<file path="config.mk">
export PLATFORM = sky130hd
export DESIGN_NAME = seq_bit_serializer_flat
export DESIGN_NICKNAME = d
export VERILOG_FILES = /design/src/rtl/seq_pkg.sv /design/src/rtl/seq_bit_serializer_if.sv /design/src/rtl/ser_hold_slot.sv /design/src/rtl/seq_bit_serializer.sv /design/src/flat_wrapper.sv
export SDC_FILE = /design/constraint.sdc
export NUM_CORES = 1
export LEC_CHECK = 0
export ABC_AREA = 1
export CAP_MARGIN = 20
export CORE_MARGIN = 3
export CORE_UTILIZATION = 48
export DETAILED_ROUTE_END_ITERATION = 8
export PLACE_DENSITY = 0.83
export SLEW_MARGIN = 20
export SYNTH_ARGS = -nofsm -noshare
export SYNTH_HDL_FRONTEND = slang
export SYNTH_SLANG_ARGS = --single-unit
</file>
<file path="constraint.sdc">
create_clock -name clk -period 1.4 [get_ports clk]
set_clock_uncertainty 0.2 [all_clocks]
set_input_delay 0.21 -clock clk [delete_from_list [all_inputs] [get_ports clk]]
set_output_delay 0.21 -clock clk [all_outputs]
set_load 0.05 [all_outputs]
</file>
<file path="src/rtl/seq_pkg.sv">
// Shared types and constants for the serializer
// and the sequence-detector stage it feeds.
package seq_pkg;

   typedef enum logic {
      IDLE  = 1'b0,
      SHIFT = 1'b1
   } ser_state_t;

   localparam int   SER_WIDTH    = 8;
   localparam logic SER_IDLE_BIT = 1'b0;

endpackage

</file>
<file path="src/rtl/seq_bit_serializer_if.sv">
// Parallel-in handshake plus serial-out bundle
// of the bit serializer.
interface seq_bit_serializer_if #(
   parameter int WIDTH = seq_pkg::SER_WIDTH
);

   logic [WIDTH-1:0] in_data;
   logic             in_valid;
   logic             in_ready;
   logic             ser_bit;
   logic             ser_valid;
   logic             word_start;
   logic             busy;

   modport master (
      output in_data,
      output in_valid,
      input  in_ready,
      input  ser_bit,
      input  ser_valid,
      input  word_start,
      input  busy
   );

   modport slave (
      input  in_data,
      input  in_valid,
      output in_ready,
      output ser_bit,
      output ser_valid,
      output word_start,
      output busy
   );

endinterface

</file>
<file path="src/rtl/ser_hold_slot.sv">
// One-entry holding register that parks the next
// word while the shifter is still busy.
module ser_hold_slot #(
   parameter int WIDTH = 8
) (
   input  logic             clk,
   input  logic             reset,
   input  logic [WIDTH-1:0] in_data,
   input  logic             in_valid,
   input  logic             load_slot,
   output logic [WIDTH-1:0] hold,
   output logic             hold_full,
   output logic             in_ready,
   output logic             accept
);

   // ready is withheld during reset so a word
   // presented alongside reset is never taken
   assign in_ready = !hold_full & !reset;
   assign accept   = in_valid & in_ready;

   // slot fill/drain; an accept during a load
   // can only happen with the slot empty, so it
   // bypasses straight to the shifter
   always_ff @(posedge clk) begin
      if (reset) begin
         hold      <= '0;
         hold_full <= 1'b0;
      end else if (load_slot) begin
         hold_full <= 1'b0;
      end else if (accept) begin
         hold      <= in_data;
         hold_full <= 1'b1;
      end
   end

endmodule

</file>
<file path="src/rtl/seq_bit_serializer.sv">
// Parallel-to-serial feeder for the sequence
// detector; streams words with no gap bits.
module seq_bit_serializer
   import seq_pkg::*;
#(
   parameter int   WIDTH     = SER_WIDTH,
   parameter bit   MSB_FIRST = 1'b1,
   parameter logic IDLE_BIT  = SER_IDLE_BIT
) (
   input  logic                clk,
   input  logic                reset,
   seq_bit_serializer_if.slave bus
);

   localparam int CW = (WIDTH > 1) ? $clog2(WIDTH) : 1;
   localparam logic [CW-1:0] LAST = CW'(WIDTH - 1);

   ser_state_t       state;
   ser_state_t       state_nxt;
   logic [WIDTH-1:0] sh;
   logic [WIDTH-1:0] sh_shifted;
   logic [WIDTH-1:0] hold;
   logic [CW-1:0]    cnt;
   logic             hold_full;
   logic             in_ready;
   logic             accept;
   logic             load_slot;
   logic             first_out;

   // a new word may enter sh when idle or on the
   // last bit of the current word
   assign load_slot = (state == IDLE)
                    | ((state == SHIFT) & (cnt == LAST));

   assign first_out  = MSB_FIRST ? sh[WIDTH-1] : sh[0];
   assign sh_shifted = MSB_FIRST
                     ? {sh[WIDTH-2:0], 1'b0}
                     : {1'b0, sh[WIDTH-1:1]};

   ser_hold_slot #(
      .WIDTH (WIDTH)
   ) u_slot (
      .clk       (clk),
      .reset     (reset),
      .in_data   (bus.in_data),
      .in_valid  (bus.in_valid),
      .load_slot (load_slot),
      .hold      (hold),
      .hold_full (hold_full),
      .in_ready  (in_ready),
      .accept    (accept)
   );

   // state register
   always_ff @(posedge clk) begin
      if (reset) state <= IDLE;
      else       state <= state_nxt;
   end

   // next state: keep shifting while any word is
   // available at a load point
   always_comb begin
      state_nxt = state;
      if (load_slot) begin
         if (hold_full | accept) state_nxt = SHIFT;
         else                    state_nxt = IDLE;
      end
   end

   // shifter and bit counter; held word takes
   // priority over the bypass path
   always_ff @(posedge clk) begin
      if (reset) begin
         sh  <= '0;
         cnt <= '0;
      end else if (load_slot) begin
         cnt <= '0;
         if (hold_full)   sh <= hold;
         else if (accept) sh <= bus.in_data;
      end else begin
         sh  <= sh_shifted;
         cnt <= cnt + CW'(1);
      end
   end

   // serial outputs decoded from state
   always_comb begin
      bus.ser_valid  = 1'b0;
      bus.ser_bit    = IDLE_BIT;
      bus.word_start = 1'b0;
      unique case (state)
         IDLE: begin
            bus.ser_valid = 1'b0;
         end
         SHIFT: begin
            bus.ser_valid  = 1'b1;
            bus.ser_bit    = first_out;
            bus.word_start = (cnt == '0);
         end
      endcase
   end

   assign bus.in_ready = in_ready;
   assign bus.busy     = (state == SHIFT) | hold_full;

endmodule

</file>
<file path="src/flat_wrapper.sv">
// flat-port wrapper written by rule: the top's interface ports become plain ports
module seq_bit_serializer_flat import seq_pkg::*;
#(
   parameter int   WIDTH     = SER_WIDTH,
   parameter bit   MSB_FIRST = 1'b1,
   parameter logic IDLE_BIT  = SER_IDLE_BIT
)
  (clk, reset, bus_in_data, bus_in_valid, bus_in_ready, bus_ser_bit, bus_ser_valid, bus_word_start, bus_busy);
  seq_bit_serializer_if #(.WIDTH(WIDTH)) bus_i ();
  input  logic clk;
  input  logic reset;
  input wire logic [$bits(bus_i.in_data)-1:0] bus_in_data;
  input wire logic [$bits(bus_i.in_valid)-1:0] bus_in_valid;
  output wire logic [$bits(bus_i.in_ready)-1:0] bus_in_ready;
  output wire logic [$bits(bus_i.ser_bit)-1:0] bus_ser_bit;
  output wire logic [$bits(bus_i.ser_valid)-1:0] bus_ser_valid;
  output wire logic [$bits(bus_i.word_start)-1:0] bus_word_start;
  output wire logic [$bits(bus_i.busy)-1:0] bus_busy;
  assign bus_i.in_data = bus_in_data;
  assign bus_i.in_valid = bus_in_valid;
  assign bus_in_ready = bus_i.in_ready;
  assign bus_ser_bit = bus_i.ser_bit;
  assign bus_ser_valid = bus_i.ser_valid;
  assign bus_word_start = bus_i.word_start;
  assign bus_busy = bus_i.busy;
  seq_bit_serializer #(.WIDTH(WIDTH), .MSB_FIRST(MSB_FIRST), .IDLE_BIT(IDLE_BIT)) u_core (.clk(clk), .reset(reset), .bus(bus_i));
endmodule
</file>
==> results.tsv, run 1 <==
metric	value	unit
rrSetupSlack	-280	ps
crit_chain	buf_6 > ha_4 > ha_4 > inv_4 > nand2_8 > nor2_4 > nand2_1 > nand2_1 > nor2_2	
cellPowerDensity	798	nW/µm²
pre_cts_ws	-336	ps
fp-row-count	17	
yosys_warnings	0	
fin_ws	-284	ps
slew_violations	0	
io_pins	16	
fmax	594	MHz
firstDrtPassIters	4	
period_needed	1680	ps
syn_inst	180	
post-route-drc-count	0	
min-delay-start	reset	
slew_headroom	0.833	
grt_max_degree	18	
hold_buffers	0	
max_stage_delay	350	ps
syn_nets	194	
min_path_type	in -> reg	
endpoint_kind	flop	
rsz0062_at_grt	yes	
fin_tns_setup	-4220	ps
synth_top_area_cell	dfxtp_1	
num_antenna_cells	0	
finalPower	1.40	mW
cap_violations	0	
cpLargestDelayFamily	simple AND/OR/NAND/NOR gates	
htreeDepth	1	
grt_pass1_vias	1263	
via_per_inst	5.06	
violations	negative setup slack	
post-route-util	0.769	
wl	3280	µm
drt_iter0_drc	49	
num-nets-final	229	
critPathRequiredTime	1410	ps
critPathMaxFanout	8	
worst_slew_pin_slew	250	ps
path_clk_slew	130	ps
die_area	3090	µm²
layout-drive-gt1-share	0.388	
synthFlopType	dfxtp_1	
grt_pass1_wl	5500	µm
avgSynthCellArea	6.57	µm²
min_period_over_period	1.20	
async_flop_share	0	
synthesis.area	1180	µm²
cts-root-buf	clkbuf_4	
die_h	55.6	µm
cts.sinks	21	
reg2reg_depth	9	
min_delay_path_depth	3	
crit_buf_inv	2	
setup_violations	23	
clock_latency	310	ps
wl_per_cell	13.6	µm
synth_edf_count	0	
cts_tree	done	
cp-start-kind	flop	
core-area	2280	µm²
critPathKind	reg -> reg	
reg2reg_from	u_core.cnt[0]	
min_to	u_core.state	
initial_utilization	0.520	
cpMaxStageDelayCell	dfxtp_2	
crit_arrival	1700	ps
status	finished with violations	
grt_util_all_layers	0.223	
ys_top_cells_by_count	55 x nand2_1, 31 x inv_1, 22 x nor2_1, 21 x dfxtp_1, 16 x nor2_2	
via_count	1225	
dpl.hpwl	1880	µm
antenna_found_initial	0	
ys_seq_elements	21	
finalHoldViolations	0	
die_w	55.6	µm
numCtsBuffers	3	
yosysSeqAreaShare	0.356	
ir_worst_vdd	0.000527	V
place.gp.congestion	0.830	
yosysMostFrequentCell	nand2_1	
gr-total-overflow	0	
synth_cell_types	17	
numPortBuffers	15	
detail-route-antenna-nets	0	
yosysTopAreaCellShare	0.356	
areaGrowthSynthToFinish	48.0	%
cts_buffer_depth	2	
p_leak	0.821	nW
synth.area.top_cells	dfxtp_1 36%, nand2_1 17%, inv_1 9.8%, nor2_2 8.5%, nor2_1 7.0%	
timing.rr.end	u_core.u_slot.hold[7]	
==> registers in the layout, summed over array words and instances (netlist names) <==
signal / cells
u_core.sh: 8
u_core.u_slot.hold: 8
u_core.cnt: 3
u_core.state: 1
u_core.u_slot.hold_full: 1
==> metal layers <==
layer	vias to the layer above	GRT usage	wire, µm
li1	598	-	-
met1	558	0.247	1300
met2	53	0.394	1650
met3	16	0.0464	186
met4	0	0.125	144
met5	-	0	0
==> power breakdown <==
part / switching [mW] / internal (mW)
clock: 0.195 / 0.107
sequential: 0.0281 / 0.634
combinational: 0.240 / 0.194
==> worst min-delay path: cells and delay by family <==
kind                   cells  cell delay (ps)
buffers and inverters      2              440
AND/OR/NAND/NOR            1               40
==> cells by family (layout without fill, tap and decap cells) <==
group           count (synthesis)  count (layout)  share of synthesized area
simple gates                  115             116                      0.454
buf+inv                        38              71                      0.133
flops                          21              21                      0.356
fa+ha+maj                       3               3                     0.0317
compound gates                  3               3                     0.0254
==> metrics by stage <==
step	area (µm²)	std cells	hold WS (ps)
2_1_floorplan	1190	180	75.0
3_3_place_gp	1470	228	268
3_5_place_dp	1470	228	292
4_1_cts	1710	241	190
5_1_grt	1750	242	215
6_report	1750	242	202
==> worst max-delay path by stage <==
stage                                       start               endpoint  slack (ps)  cells past startpoint
after floorplan           u_core.u_slot.hold_full  u_core.u_slot.hold[5]        -100                      7
after global placement                      reset  u_core.u_slot.hold[4]        -300                      7
after detailed placement                    reset  u_core.u_slot.hold[0]        -340                      7
after CTS                           u_core.cnt[0]           u_core.sh[2]        -260                     10
after global routing                u_core.cnt[0]  u_core.u_slot.hold[7]        -330                      9
final                               u_core.cnt[0]  u_core.u_slot.hold[7]        -280                      9
==> layout make-up <==
type                            instances  area (µm²)
Multi-Input combinational cell        122         744
Fill cell                             147         526
Sequential cell                        21         429
Timing Repair Buffer                   32         363
Inverter                               34         145
Tap cell                               28        35.0
Clock buffer                            3        22.5
Timing Repair inverter                  1        6.26
Clock inverter                          1        5.00
==> placed cells by master (no fill, tap or decap), types with 5 or more instances in the layout <==
cell type and instances:
buf_12 6, buf_4 8, buf_6 7, clkdlybuf4s50_1 9, dfxtp_1 18, inv_1 27, nand2_1 47, nand2_2 10
nand3_1 8, nand3_2 6, nor2_1 20, nor2_2 16, nor2_4 5
==> what timing repair did <==
item | CTS | global route
buffers inserted | 7 | 1
resized for setup | 35 | 11
endpoints found under the setup margin | 25 | 26
pin swaps | 29 | 18
cloned | 3 | 0
Note: power is estimated with default switching activity, not from simulation.
==> inputs of run 2 (changes only) <==
--- a/config.mk
+++ b/config.mk
@@ -7,6 +7,7 @@
 export LEC_CHECK = 0
 export ABC_AREA = 1
 export CAP_MARGIN = 20
+export CORE_ASPECT_RATIO = 0.6
 export CORE_MARGIN = 3
 export CORE_UTILIZATION = 48
 export DETAILED_ROUTE_END_ITERATION = 8
==> run 2 against run 1 <==
Compared with the run above: the flow still finishes with violations (negative setup slack); sequential share of layout area fell by 1.3 points; wire length rose by 34%; via count rose by 9.9%; critical endpoint is now u_core.u_slot.hold[1]; critical path type unchanged.
==> results.tsv, run 2 (synthesis results as in run 1) <==
metric	value	unit	change
die_w	70.1	µm	+26%
instances_no_fill	246		+1.7%
p_leak	0.860	nW	+4.7%
rsz0062_at_grt	yes		
die_area	3110	µm²	+0.64%
initial_utilization	0.527		+0.00724
cp-start-kind	flop		
htreeDepth	1		unchanged
cap_violations	0		unchanged
grt_pass1_wl	6200	µm	+13%
numCtsBuffers	3		unchanged
fin_ws	-229	ps	+55.1 ps
fin_tns_setup	-4100	ps	+125 ps
timing.rr.end	u_core.u_slot.hold[1]		
min_path_type	in -> reg		
clock_latency	270	ps	-40 ps
violations	negative setup slack		
cellPowerDensity	853	nW/µm²	+6.9%
via_per_inst	5.47		+8.1%
post-route-util	0.826		+0.0564
firstDrtPassIters	4		unchanged
die_h	44.4	µm	-20%
final_cell_mix	45 x nand2_1, 27 x inv_1, 20 x nor2_2		
grt_pass1_vias	1296		+2.6%
place_inst	236		+3.5%
drt_iter0_drc	118		+140%
status	finished with violations		
reg2reg_depth	8		-1
min_delay_path_depth	3		unchanged
fp-row-count	13		-4
reg2reg_from	u_core.cnt[0]		
min_period_over_period	1.16		-0.0394
endpoint_kind	flop		
period_needed	1630	ps	-55.1 ps
finalPower	1.58	mW	+13%
antenna_found_initial	0		unchanged
final_common_cell	nand2_1		
numPortBuffers	15		unchanged
layout-drive-gt1-share	0.426		+0.0381
slew_headroom	0.794		-0.0395
dpl.hpwl	2250	µm	+20%
setup_violations	24		+4.3%
gr-total-overflow	0		unchanged
grt_max_degree	13		-5
place.gp.congestion	0.834		+0.51%
crit_arrival	1600	ps	-100 ps
min-delay-start	reset		
num-nets-final	231		+0.87%
slew_violations	0		unchanged
post-route-drc-count	0		unchanged
wl	4400	µm	+34%
min_to	u_core.state		
critPathKind	reg -> reg		
finalHoldViolations	0		unchanged
cts.sinks	21		unchanged
dpl_cell_area	1530	µm²	+4.1%
num_antenna_cells	0		unchanged
rrSetupSlack	-230	ps	+60 ps
areaGrowthSynthToFinish	56.7	%	
cts_tree	done		
fmax	614	MHz	+3.4%
worst_slew_pin_slew	309	ps	+59.2 ps
cts_buffer_depth	2		unchanged
top_regs	u_core.sh (8), u_core.u_slot.hold (8), u_core.cnt (3)		
critPathMaxFanout	8		unchanged
grt_util_all_layers	0.265		+0.0412
detail-route-antenna-nets	0		unchanged
io_pins	16		unchanged
final_area	1850	µm²	+5.9%
via_count	1346		+9.9%
critPathRequiredTime	1370	ps	-40 ps
cts-root-buf	clkbuf_8		
wl_per_cell	17.9	µm	+32%
ir_worst_vdd	0.000534	V	+1.5%
core-area	2240	µm²	-1.4%
path_clk_slew	80	ps	-50 ps
## run 2: worst max-delay path by stage
| stage | from | endpoint | slack [ps] | cells past startpoint |
|---|---|---|---|---|
| 5_1_grt | u_core.cnt[1] | u_core.u_slot.hold[1] | -320 | 8 |
| 2_1_floorplan | u_core.u_slot.hold_full | u_core.u_slot.hold[5] | -100 | 7 |
| 3_3_place_gp | reset | u_core.sh[2] | -300 | 7 |
| 4_1_cts | u_core.cnt[0] | u_core.sh[1] | -200 | 9 |
| 3_5_place_dp | reset | u_core.sh[1] | -360 | 7 |
| 6_report | u_core.cnt[0] | u_core.u_slot.hold[1] | -230 | 8 |
## run 2: where the power goes
| part | switching, mW | internal, mW |
|---|---|---|
| Clock | 0.215 | 0.199 |
| Combinational | 0.276 | 0.227 |
| Sequential | 0.0310 | 0.634 |
| Total | 0.522 | 1.06 |
## run 2: stage by stage
step                      setup WS, ps  hold WS [ps]
final                             -229           280
after floorplan                   -104          75.0
after CTS                         -205           269
after detailed placement          -365           284
after global placement            -297           278
after global routing              -320           294
## run 2: timing repair
action                     4_1_cts  5_1_grt
setup endpoints to repair       25       25
setup buffers                    2        2
gates resized for setup         29       27
hold buffers                     0        0
pin swaps                        8       25
cloned                           2        0
## run 2: layer usage
layer | GRT usage | vias up | wire, µm
met5 | 0 | - | 0
met2 | 0.488 | 111 | 2000
met4 | 0.103 | 0 | 227
met3 | 0.0952 | 30 | 540
li1 | - | 599 | -
met1 | 0.284 | 606 | 1640
## run 2: worst max-delay path, stage by stage, from the launching register on
cell and delay (ps):
dfxtp_2 350, ha_4 160, ha_4 150, inv_4 70
nand2_8 110, nor2_4 270, nand2_1 90, nand2_1 90
nor2_2 40
## run 2: area by class of cell
type / count / area, µm²
multi-input combinational: 122 / 764
timing repair buffer: 35 / 432
sequential: 21 / 430
fill: 118 / 392
inverter: 34 / 143
clock buffer: 3 / 41.3
tap: 30 / 37.5
clock inverter: 1 / 5.00
==> inputs of run 3 (changes only) <==
--- a/config.mk
+++ b/config.mk
@@ -11,7 +11,9 @@
 export CORE_MARGIN = 3
 export CORE_UTILIZATION = 48
 export DETAILED_ROUTE_END_ITERATION = 8
+export GPL_TIMING_DRIVEN = 0
 export PLACE_DENSITY = 0.83
+export SKIP_CTS_REPAIR_TIMING = 1
 export SLEW_MARGIN = 20
 export SYNTH_ARGS = -nofsm -noshare
 export SYNTH_HDL_FRONTEND = slang
==> run 3 against run 2 <==
Compared with the run above: the run still ends with negative setup slack left; sequential power hardly changed; fmax is 2.0% higher; wire length is 23% lower; utilization is 9.9 points lower; largest cell class unchanged; highest routed layer unchanged.
==> results.tsv, run 3 (synthesis results as in run 1) <==
metric	value	unit	change
cts_buffer_depth	2		unchanged
critPathRequiredTime	990	ps	-380 ps
post-route-drc-count	0		unchanged
cp-start-kind	flop		
wl	3380	µm	-23%
die_h	44.4	µm	unchanged
core-area	2240	µm²	unchanged
min_path_type	in -> reg		
critPathKind	reg -> out		
multiInputGateArea	684	µm²	-10%
ir_worst_vdd	0.000503	V	-5.9%
finalHoldViolations	0		unchanged
htreeDepth	1		unchanged
status	finished with violations		
detail-route-antenna-nets	0		unchanged
io_pins	16		unchanged
switching_power	0.466	mW	-11%
endpoint_kind	primary output		
via_per_inst	5.06		-7.5%
place.gp.congestion	0.808		-3.1%
min_period_over_period	1.14		-0.0225
p_leak	0.767	nW	-11%
p_clk_frac	0.288		+0.026
top_regs	u_core.sh (8), u_core.u_slot.hold (8), u_core.cnt (3)		
layout-drive-gt1-share	0.316		-0.110
fin_tns_setup	-2830	ps	+1260 ps
num-nets-final	221		-4.3%
firstDrtPassIters	4		unchanged
rsz0062_at_grt	yes		
num_antenna_cells	0		unchanged
cap_violations	0		unchanged
period_needed	1600	ps	-31.4 ps
hold_ws	84.9	ps	-195 ps
wl_per_cell	14.3	µm	-20%
grt_max_degree	12		-1
globalRouteMet1Util	0.244		-0.0405
final_common_cell	nand2_1		
setup_violations	22		-8.3%
worst_slew_pin_slew	296	ps	-12.7 ps
cts_tree	done		
via_count	1195		-11%
path_clk_slew	90	ps	about the same
die_area	3110	µm²	unchanged
pwr-share-seq	0.455		+0.035
grt_pass1_wl	4450	µm	-28%
drt_iter0_drc	119		+0.85%
crit_arrival	1190	ps	-410 ps
power_frac_comb	0.257		-0.061
fp-row-count	13		unchanged
violations	negative setup slack		
die_w	70.1	µm	unchanged
fin_ws	-197	ps	+31.4 ps
p_int	0.992	mW	-6.3%
post-route-util	0.726		-0.0992
busiest_layer	met2		
seq_area	433	µm²	+0.58%
grt.met2_usage	0.287		-0.201
grt_util_all_layers	0.179		-0.0859
initial_utilization	0.527		unchanged
numCtsBuffers	3		unchanged
final_cell_mix	48 x nand2_1, 29 x inv_1, 21 x nor2_1		
fillers	162		+37%
antenna_found_initial	0		unchanged
numPortBuffers	15		unchanged
grt_pass1_vias	1000		-23%
cts.sinks	21		unchanged
critPathMaxFanout	3		-5
use_met3	0.0499		-0.0454
slew_headroom	0.803		+0.00893
fmax	626	MHz	+2.0%
cts-root-buf	clkbuf_8		
clock_latency	270	ps	about the same
dpl.hpwl	1920	µm	-15%
slew_violations	0		unchanged
areaGrowthSynthToFinish	37.9	%	
p_sw_frac	0.320		-0.0105
gr-total-overflow	0		unchanged
cellPowerDensity	894	nW/µm²	+4.8%
[run 3: stage by stage]
stage / instances / power [mW] / setup slack, ps / cell area, µm²
after floorplan: 180 / 0.889 / -104 / 1190
after global placement: 225 / 0.970 / -717 / 1380
after detailed placement: 225 / 0.982 / -736 / 1380
after CTS: 229 / 1.38 / -773 / 1430
after global routing: 236 / 1.51 / -236 / 1630
final: 236 / 1.46 / -197 / 1630
[run 3: power by group through the flow]
stage	Sequential [mW]	Clock [mW]	Combinational [mW]
2_1_floorplan	0.676	0	0.213
3_3_place_gp	0.671	0	0.299
3_5_place_dp	0.674	0	0.308
4_1_cts	0.660	0.413	0.310
5_1_grt	0.667	0.441	0.405
6_report	0.664	0.420	0.374
[run 3: final cells by class]
class,instances,share of cell area
multi-input cells,122,0.420
flip-flops and latches,21,0.266
repair buffers,21,0.150
inverters,34,0.0860
clock buffers,4,0.0276
plain buffers,4,0.0276
well taps,30,0.0230
[run 3: layer usage]
metal / vias to the layer above / wire (µm)
li1: 580 / -
met1: 546 / 1500
met2: 58 / 1560
met3: 11 / 261
met4: 0 / 53
met5: - / 0
[run 3: path summary, 6_finish.rpt]
check                startpoint                     to  slack, ps  depth (start not counted)
hold reg to reg   u_core.cnt[0]          u_core.cnt[0]        270                          1
setup reg to reg  u_core.cnt[0]  u_core.u_slot.hold[5]       -170                          9
setup / recovery  u_core.cnt[0]         bus_word_start       -200                          5
hold / removal            reset           u_core.state         80                          2
[run 3: critical path: stages, from the launching register on]
cell and delay [ps]:
dfxtp_4 360, inv_1 60, ha_1 170, nand2_1 70, nor2_2 90, buf_6 160
